<file path="config.mk">
export PLATFORM = sky130hd
export DESIGN_NAME = mpe_skew_feeder
export DESIGN_NICKNAME = d
export VERILOG_FILES = /design/src/rtl/mpe_feeder_pkg.sv /design/src/rtl/skew_delay_line.sv /design/src/rtl/mpe_skew_feeder.sv
export SDC_FILE = /design/constraint.sdc
export NUM_CORES = 1
export LEC_CHECK = 0
export BUFFER_PORTS_ARGS = -buffer_cell sky130_fd_sc_hd__buf_4
export CORE_AREA = 5 5 458 460
export DETAILED_ROUTE_END_ITERATION = 8
export DIE_AREA = 0 0 463 465
export SETUP_SLACK_MARGIN = 0.1
export SKIP_CTS_REPAIR_TIMING = 1
export SKIP_LAST_GASP = 1
export SYNTH_ARGS = -nofsm -noshare
export SYNTH_HDL_FRONTEND = slang
export SYNTH_SLANG_ARGS = --single-unit
</file>
<file path="constraint.sdc">
create_clock -name i_clk -period 2.71 [get_ports i_clk]
set_clock_uncertainty 0.2 [all_clocks]
set_input_delay 0.6775 -clock i_clk [delete_from_list [all_inputs] [get_ports i_clk]]
set_output_delay 0.6775 -clock i_clk [all_outputs]
set_load 0.005 [all_outputs]
</file>
<file path="src/rtl/mpe_feeder_pkg.sv">
// Shared state encoding and default sizing for the MPE skew feeder.
package mpe_feeder_pkg;

  localparam int DEF_DATA_WIDTH = 32;
  localparam int DEF_NUMBER_PE  = 9;
  localparam int DEF_CNT_WIDTH  = 16;

  typedef enum logic [2:0] {
    IDLE,
    LOAD_W,
    STREAM,
    DRAIN,
    DONE
  } state_t;

endpackage

</file>
<file path="src/rtl/skew_delay_line.sv">
// DEPTH-stage {valid,data} shift register for one fmap lane.
// Data is zeroed on entry whenever valid is low, so empty slots always carry 0.
module skew_delay_line #(
  parameter int DATA_WIDTH = 32,
  parameter int DEPTH      = 1
) (
  input  logic                  clk,
  input  logic                  rst_n,
  input  logic                  shift_valid,
  input  logic [DATA_WIDTH-1:0] shift_data,
  output logic                  tap_valid,
  output logic [DATA_WIDTH-1:0] tap_data
);

  logic                  vld_q [DEPTH];
  logic [DATA_WIDTH-1:0] dat_q [DEPTH];

  always_ff @(posedge clk or negedge rst_n) begin
    if (!rst_n) begin
      for (int i = 0; i < DEPTH; i++) begin
        vld_q[i] <= 1'b0;
        dat_q[i] <= '0;
      end
    end else begin
      vld_q[0] <= shift_valid;
      dat_q[0] <= shift_valid ? shift_data : '0;
      for (int i = 1; i < DEPTH; i++) begin
        vld_q[i] <= vld_q[i-1];
        dat_q[i] <= dat_q[i-1];
      end
    end
  end

  assign tap_valid = vld_q[DEPTH-1];
  assign tap_data  = dat_q[DEPTH-1];

endmodule

</file>
<file path="src/rtl/mpe_skew_feeder.sv">
// Feeds one weight vector and then a diagonally skewed fmap stream into the MPE PE column.
// Lane k of each accepted fmap vector appears k cycles after lane 0.
module mpe_skew_feeder
  import mpe_feeder_pkg::*;
#(
  parameter int DATA_WIDTH = DEF_DATA_WIDTH,
  parameter int NUMBER_PE  = DEF_NUMBER_PE,
  parameter int CNT_WIDTH  = DEF_CNT_WIDTH
) (
  input  logic                            i_clk,
  input  logic                            i_rest_n,
  input  logic                            i_start,
  input  logic [CNT_WIDTH-1:0]            i_num_vec,
  input  logic                            i_w_valid,
  input  logic [NUMBER_PE*DATA_WIDTH-1:0] i_w_data,
  output logic                            o_w_ready,
  input  logic                            i_f_valid,
  input  logic [NUMBER_PE*DATA_WIDTH-1:0] i_f_data,
  output logic                            o_f_ready,
  output logic                            o_weight_en,
  output logic [NUMBER_PE*DATA_WIDTH-1:0] o_weight_f_top,
  output logic [NUMBER_PE-1:0]            o_left_en,
  output logic [NUMBER_PE-1:0]            o_right_en,
  output logic [NUMBER_PE*DATA_WIDTH-1:0] o_fmap_f_left,
  output logic                            o_busy,
  output logic                            o_done
);

  localparam int DRAIN_W = $clog2(NUMBER_PE + 1);

  state_t                            state;
  state_t                            state_nxt;
  logic [CNT_WIDTH-1:0]              num_vec_q;
  logic [CNT_WIDTH-1:0]              acc_cnt;
  logic [DRAIN_W-1:0]                drain_cnt;
  logic                              start_accept;
  logic                              w_accept;
  logic                              f_accept;
  logic                              weight_en_q;
  logic [NUMBER_PE*DATA_WIDTH-1:0]   weight_q;
  logic [NUMBER_PE-1:0]              lane_en;

  assign start_accept = (state == IDLE) && i_start;
  assign w_accept     = i_w_valid && o_w_ready;
  assign f_accept     = i_f_valid && o_f_ready;

  always_ff @(posedge i_clk or negedge i_rest_n) begin
    if (!i_rest_n) begin
      state <= IDLE;
    end else begin
      state <= state_nxt;
    end
  end

  // STREAM lingers one cycle after the final accept so the last vector is already in the lanes
  // when DRAIN starts counting; DRAIN then lasts exactly NUMBER_PE cycles.
  always_comb begin
    state_nxt = state;
    case (state)
      IDLE:    if (i_start) state_nxt = LOAD_W;
      LOAD_W:  if (w_accept) state_nxt = (num_vec_q == '0) ? DONE : STREAM;
      STREAM:  if (acc_cnt == num_vec_q) state_nxt = DRAIN;
      DRAIN:   if (drain_cnt == DRAIN_W'(NUMBER_PE - 1)) state_nxt = DONE;
      DONE:    state_nxt = IDLE;
      default: state_nxt = IDLE;
    endcase
  end

  always_comb begin
    o_w_ready = 1'b0;
    o_f_ready = 1'b0;
    o_busy    = 1'b0;
    o_done    = 1'b0;
    case (state)
      IDLE:    ;
      LOAD_W:  begin o_w_ready = 1'b1; o_busy = 1'b1; end
      STREAM:  begin o_f_ready = (acc_cnt < num_vec_q); o_busy = 1'b1; end
      DRAIN:   o_busy = 1'b1;
      DONE:    begin o_done = 1'b1; o_busy = 1'b1; end
      default: ;
    endcase
  end

  always_ff @(posedge i_clk or negedge i_rest_n) begin
    if (!i_rest_n) begin
      num_vec_q <= '0;
      acc_cnt   <= '0;
    end else if (start_accept) begin
      num_vec_q <= i_num_vec;
      acc_cnt   <= '0;
    end else if (f_accept) begin
      acc_cnt   <= acc_cnt + CNT_WIDTH'(1);
    end
  end

  always_ff @(posedge i_clk or negedge i_rest_n) begin
    if (!i_rest_n) begin
      drain_cnt <= '0;
    end else if (state == DRAIN) begin
      drain_cnt <= drain_cnt + DRAIN_W'(1);
    end else begin
      drain_cnt <= '0;
    end
  end

  always_ff @(posedge i_clk or negedge i_rest_n) begin
    if (!i_rest_n) begin
      weight_q    <= '0;
      weight_en_q <= 1'b0;
    end else begin
      weight_en_q <= w_accept;
      if (w_accept) begin
        weight_q <= i_w_data;
      end
    end
  end

  assign o_weight_en    = weight_en_q;
  assign o_weight_f_top = weight_q;

  // Lane k uses k+1 stages so an accept at edge t reaches the lane output after edge t+k.
  for (genvar k = 0; k < NUMBER_PE; k++) begin : g_lane
    skew_delay_line #(
      .DATA_WIDTH (DATA_WIDTH),
      .DEPTH      (k + 1)
    ) u_delay (
      .clk         (i_clk),
      .rst_n       (i_rest_n),
      .shift_valid (f_accept),
      .shift_data  (i_f_data[k*DATA_WIDTH +: DATA_WIDTH]),
      .tap_valid   (lane_en[k]),
      .tap_data    (o_fmap_f_left[k*DATA_WIDTH +: DATA_WIDTH])
    );
  end

  assign o_left_en  = lane_en;
  assign o_right_en = lane_en;

endmodule

</file>
* After elaboration in Yosys (flattened, before gate mapping)
Index checks and enable logic that the tools add are counted.
** Storage, ports and cells
- Register bits after elaboration :: 1777
- Input port bits :: 597
- Word-level logic and storage cells :: 103
- Output and inout port bits :: 599
** Cells by class
- Reductions and logical operators :: 8
- Muxes and demuxes :: 22
- $add $sub $neg :: 2
- Magnitude comparators :: 1
- Equality and inequality tests :: 10
** Operators by type and width (number)
- $mux 32 :: 9
- $mux 16 :: 2
- $add 16x1->16 const B :: 1
- $eq 16x16->1 :: 1
- $logic_not 16->1 :: 1
- $lt 16x16->1 :: 1
- $mux 3 :: 5
- $pmux 3 s4 :: 1
- $ne 2x2->1 const B :: 4
- $eq 3x2->1 const B :: 2
- $add 4x1->4 const B :: 1
- $eq 4x4->1 const B :: 1
- $mux 1 :: 4
- $mux 4 :: 1
- $reduce_and 4->1 :: 1
- $reduce_or 4->1 :: 1
- $eq 3x1->1 const B :: 1
- $eq 3x3->1 const B :: 1
- $logic_and 1x1->1 :: 3
- $logic_not 3->1 :: 1
- $reduce_bool 2->1 :: 1

* Depth between registers and ports, before layout
- Depth after elaboration :: 5
- Depth in mapped cells :: 11
- Gate-level depth less buffers :: 8

* By module
Synthesis repeated with hierarchy kept, for this count alone.
** Second synthesis, totals
- Cells, all modules :: 2925
- Area total of the unflattened synthesis :: 54349.6 µm²
** Modules (own cells, without submodules)
- mpe_skew_feeder :: area an instance 12969.9 µm², instances 1, cells an instance 869, sequential area each 8207.9 µm²
- skew_delay_line (g_lane[8].u_delay) :: area an instance 7927.6 µm², instances 1, cells an instance 364, sequential area each 7432.1 µm²
- skew_delay_line (g_lane[7].u_delay) :: area an instance 7101.8 µm², instances 1, cells an instance 331, sequential area each 6606.3 µm²
- skew_delay_line (g_lane[6].u_delay) :: area an instance 6276.0 µm², instances 1, cells an instance 298, sequential area each 5780.5 µm²
- skew_delay_line (g_lane[5].u_delay) :: area an instance 5450.2 µm², instances 1, cells an instance 265, sequential area each 4954.8 µm²
- skew_delay_line (g_lane[4].u_delay) :: area an instance 4624.4 µm², instances 1, cells an instance 232, sequential area each 4129.0 µm²
- skew_delay_line (g_lane[3].u_delay) :: area an instance 3798.6 µm², instances 1, cells an instance 199, sequential area each 3303.2 µm²
- skew_delay_line (g_lane[2].u_delay) :: area an instance 2972.9 µm², instances 1, cells an instance 166, sequential area each 2477.4 µm²
- skew_delay_line (g_lane[1].u_delay) :: area an instance 2147.1 µm², instances 1, cells an instance 133, sequential area each 1651.6 µm²
- skew_delay_line (g_lane[0].u_delay) :: area an instance 1081.0 µm², instances 1, cells an instance 68, sequential area each 825.8 µm²

* Worst setup path after synthesis
Ideal clock, no wire load.
- Path kind :: reg2reg
- Start point :: reg acc_cnt[15]
- End point :: reg acc_cnt[10]
- Buffers on the path :: 1
- Period minus slack after synthesis :: 2.497 ns
- Stages on the path, launching flop included :: 9
- Path slack :: 0.213 ns
- Arrival :: 2.171 ns
- Library setup time :: 0.126 ns
- Data required time :: 2.384 ns
- Path through :: dfrtp_1 -> ha_1 -> nand4_1 -> o2111ai_1 -> a311o_1 -> nor4_2 -> buf_4 -> a21oi_2 -> a221o_1
** On the way
- Word-level cells in the longest chain between the ends :: 4
** RTL lines
- from (decl) :: RTL line mpe_skew_feeder.sv:34 : logic [CNT_WIDTH-1:0] acc_cnt;
- from (signal assigned) :: RTL line mpe_skew_feeder.sv:92 : acc_cnt <= acc_cnt + CNT_WIDTH'(1);
- $lt 16x16->1 :: RTL line mpe_skew_feeder.sv:77 : STREAM: begin o_f_ready = (acc_cnt < num_vec_q); o_busy = 1'b1; end
- $mux 1 :: RTL line mpe_skew_feeder.sv:74 : case (state)
- $logic_and 1x1->1 :: RTL line mpe_skew_feeder.sv:45 : assign f_accept = i_f_valid && o_f_ready;
- $reduce_bool 2->1 (no source line)
No other way between the ends.
A chain may end at the register's enable or synchronous reset.

* Final worst setup path
- Start point :: reg acc_cnt[12]
- End point :: out o_f_ready
** On the way
- Word-level cells in the longest chain between the ends :: 2
** RTL lines
- $lt 16x16->1 :: RTL line mpe_skew_feeder.sv:77
- $mux 1 :: RTL line mpe_skew_feeder.sv:74
- to (decl) :: RTL line mpe_skew_feeder.sv:19 : output logic o_f_ready,
No other way between the ends.

==> impl_metrics.toml <==
[status]
status = "complete, but fails checks"
violations = "negative setup slack"

[routing]
viasPerCell = 3.891
routedWlPerCell_um = 23.80
vias = 29580
first_iter_violations = 1547
firstDrtPassIters = 4
wirelength_um = 180900
antenna_left = 0
drc = 0

[clocking]
clkSinkCount = 1777
clock_path_buffers = 3
h-tree-depth = 4
cts_root_buf = "clkbuf_16"
cts_tree = "built"
insertion_delay_ns = 0.82
cts_made_buffers = 184
clk_pin_slew_ns = 0.06

[critical_path]
crit_required_ns = 1.83
crit_family = "buffers and inverters"
timing.rr.end = "acc_cnt[6]"
critPathLaunchType = "flop"
regToRegSetupSlack_ns = -0.24
crit_fanout = 3
cp_num_buf_inv = 3
worstPathCellList = "ha_1 > nand4_1 > buf_4 > nor3_4 > a21boi_2 > buf_6 > nor3_4 > buf_4"
arrival_ns = 2.55
endpoint_kind = "output pin"
path_class = "reg2out"
worst_r2r_path_depth = 10
cpPeakStageDelay_ns = 0.38
rr_startpoint = "acc_cnt[12]"
cp_slowest_cell = "dfrtp_1"

[logic_synthesis]
synth-seq-cells = 1777
syn_inst = 2891
synth.avg_cell_area_um2 = 18.40
ys.warnings.count = 0
synthDistinctLibCells = 44
syn_area_um2 = 53210
synth_nets = 3507
ys_seq_area_frac = 0.8357

[floorplan]
rows = 167
fp.dieH_um = 465
floorplan.initialDensity = 0.2588
dieArea_um2 = 215300
dieWidth_um = 463
io_pins = 1196
coreArea_um2 = 205600

[finish]
drive_gt1_frac = 0.4484
synthToLayoutAreaGrowth_pct = 48.63
final_common_cell = "dfrtp_1"
layout.nets = 5335
final_cell_mix = "dfrtp_1, buf_4, dlygate4sd3_1"
utilization = 0.3846
final_area_um2 = 79080

[timing]
layout_setup_ws_ns = -0.7146
slew_headroom = 0.5533
max_freq_ghz = 0.2920
final-hold-violation-count = 0
rsz0062_at_grt = "true"
fin_crit_sh = 1.264
tightestPinTransition_ns = 0.6701
period_needed_ns = 3.425
drv_slew = 0
setup_viol_count_final = 257

[global_route]
grt_pass1_vias = 28840
grt_max_degree = 93
antenna_found_initial = 77
grt_overflow = 0
grt.total_usage = 0.1535
grt_first_pass_wirelength_um = 233300

[placement]
dp_slack_ns = -0.1485
hpwl_um = 131800
portBuffers = 1195
place_congestion = 1.043
dpl_cell_area_um2 = 64790

[min_path]
hold_path.class = "reg2reg"
hp-start = "g_lane[8].u_delay.dat_q[218]"
holdPathStages = 0
hold_end = "g_lane[8].u_delay.dat_q[186]"

[power_and_ir_drop]
vdd_ir_drop_max_mv = 0.6018
p_leak_nw = 39.69
finalPower_w = 0.07822
powerDensity_nw_per_um2 = 989.1

[flow_run]
maxCapViolCount = 0
## sequential cells by signal, summed over array words and instances (netlist names), 4 cells and up
name / flops
g_lane.u_delay.dat_q: 1152
g_lane.u_delay.tap_data: 288
o_weight_f_top: 288
acc_cnt: 16
num_vec_q: 16
g_lane.u_delay.vld_q: 6
drain_cnt: 4
## worst max-delay path by stage
stage	cells past startpoint	start	end	slack, ns
4_1_cts	7	num_vec_q[13]	o_f_ready	-1.08
2_1_floorplan	8	acc_cnt[15]	acc_cnt[10]	0.21
3_3_place_gp	7	num_vec_q[15]	o_f_ready	-0.20
3_5_place_dp	7	num_vec_q[15]	o_f_ready	-0.15
5_1_grt	9	num_vec_q[12]	o_f_ready	-0.93
6_report	8	acc_cnt[12]	o_f_ready	-0.71
## area by class of cell
type                    count  area, µm²
diodes                     24      60.06
clock buffers             249       5169
clock inverters            91       1398
fillers                 18780     126500
inverters                  27      101.3
multi-input cells         744       6774
flip-flops and latches   1777      44470
well taps                2704       3383
repair buffers           1985      17730
## metal layers
layer  part of all wire  vias up  GRT usage
met5             0.0012        -          0
met4              0.025       34    0.03874
met3              0.082      323    0.06479
met2               0.48     1116     0.2443
met1               0.41    15360     0.1941
li1                   -    12750          -
## worst register-to-register path: stages (launching register included)
cell and delay [ns]:
dfrtp_1 0.38, ha_1 0.30, nand4_1 0.19, nor2_1 0.07
a311o_1 0.40, buf_4 0.16, nor4_4 0.29, buf_6 0.22
buf_12 0.17, a21oi_4 0.08, a221o_1 0.33
## synthesized netlist by cell type, drive strengths merged
cell type  instances  area (µm²)
a21boi             1       7.510
a21o               1       7.510
a21oi              9       48.80
a221o              5       50.05
a311o              1       10.01
a31oi              2       12.51
a32o               1       10.01
a41o               1       10.01
a41oi              1       8.760
and2             289        1808
and3               7       43.79
and4               2       17.52
buf              304        2231
clkbuf            39       170.2
dfrtp           1777       44470
ha                19       237.7
inv               27       101.4
mux2             305        3435
mux2i              3       30.03
nand2             18       67.56
nand2b             3       18.77
nand3              8       40.04
nand4              4       25.02
nand4b             1       8.760
nor2              20       77.58
nor2b              4       25.02
nor3               7       35.03
nor4               6       43.79
o2111ai            1       8.760
o211ai             1       7.510
o21a               1       7.510
o21ai             16       80.07
o31ai              1       7.510
or2                1       6.260
or3                1       6.260
xnor2              3       26.28
xor2               1       8.760
## metrics by stage
step	setup TNS (ns)	hold WS (ns)	std cells
finish	-33.87	0.1188	7601
CTS	-10.86	-0.4614	6928
floorplan	0	0.1312	2891
detailed placement	-8.725	0.1347	6588
global route	-70.04	0.1167	7593
global placement	-5.282	0.1310	6588
## power by group
| group | internal (W) | switching (W) | total [W] |
|---|---|---|---|
| clock network | 0.0158 | 0.0109 | 0.0266 |
| registers | 0.0321 | 0.00285 | 0.0350 |
| logic | 0.00920 | 0.00740 | 0.0166 |
| total | 0.0571 | 0.0211 | 0.0782 |
## cell families (layout without fill, tap and decap cells)
group,count (synthesis),in the layout,share of synthesized area
AOI/OAI and AO/OA,42,42,0.005197
buffers and inverters,370,2352,0.04703
xor gates and xnor gates,4,4,0.0006586
DFF,1777,1777,0.8357
adders and majority gates,19,19,0.004468
muxes,308,308,0.06511
other,0,24,0
and+or+nand+nor,371,371,0.04179
No activity file was read; power rests on OpenSTA's default activity.
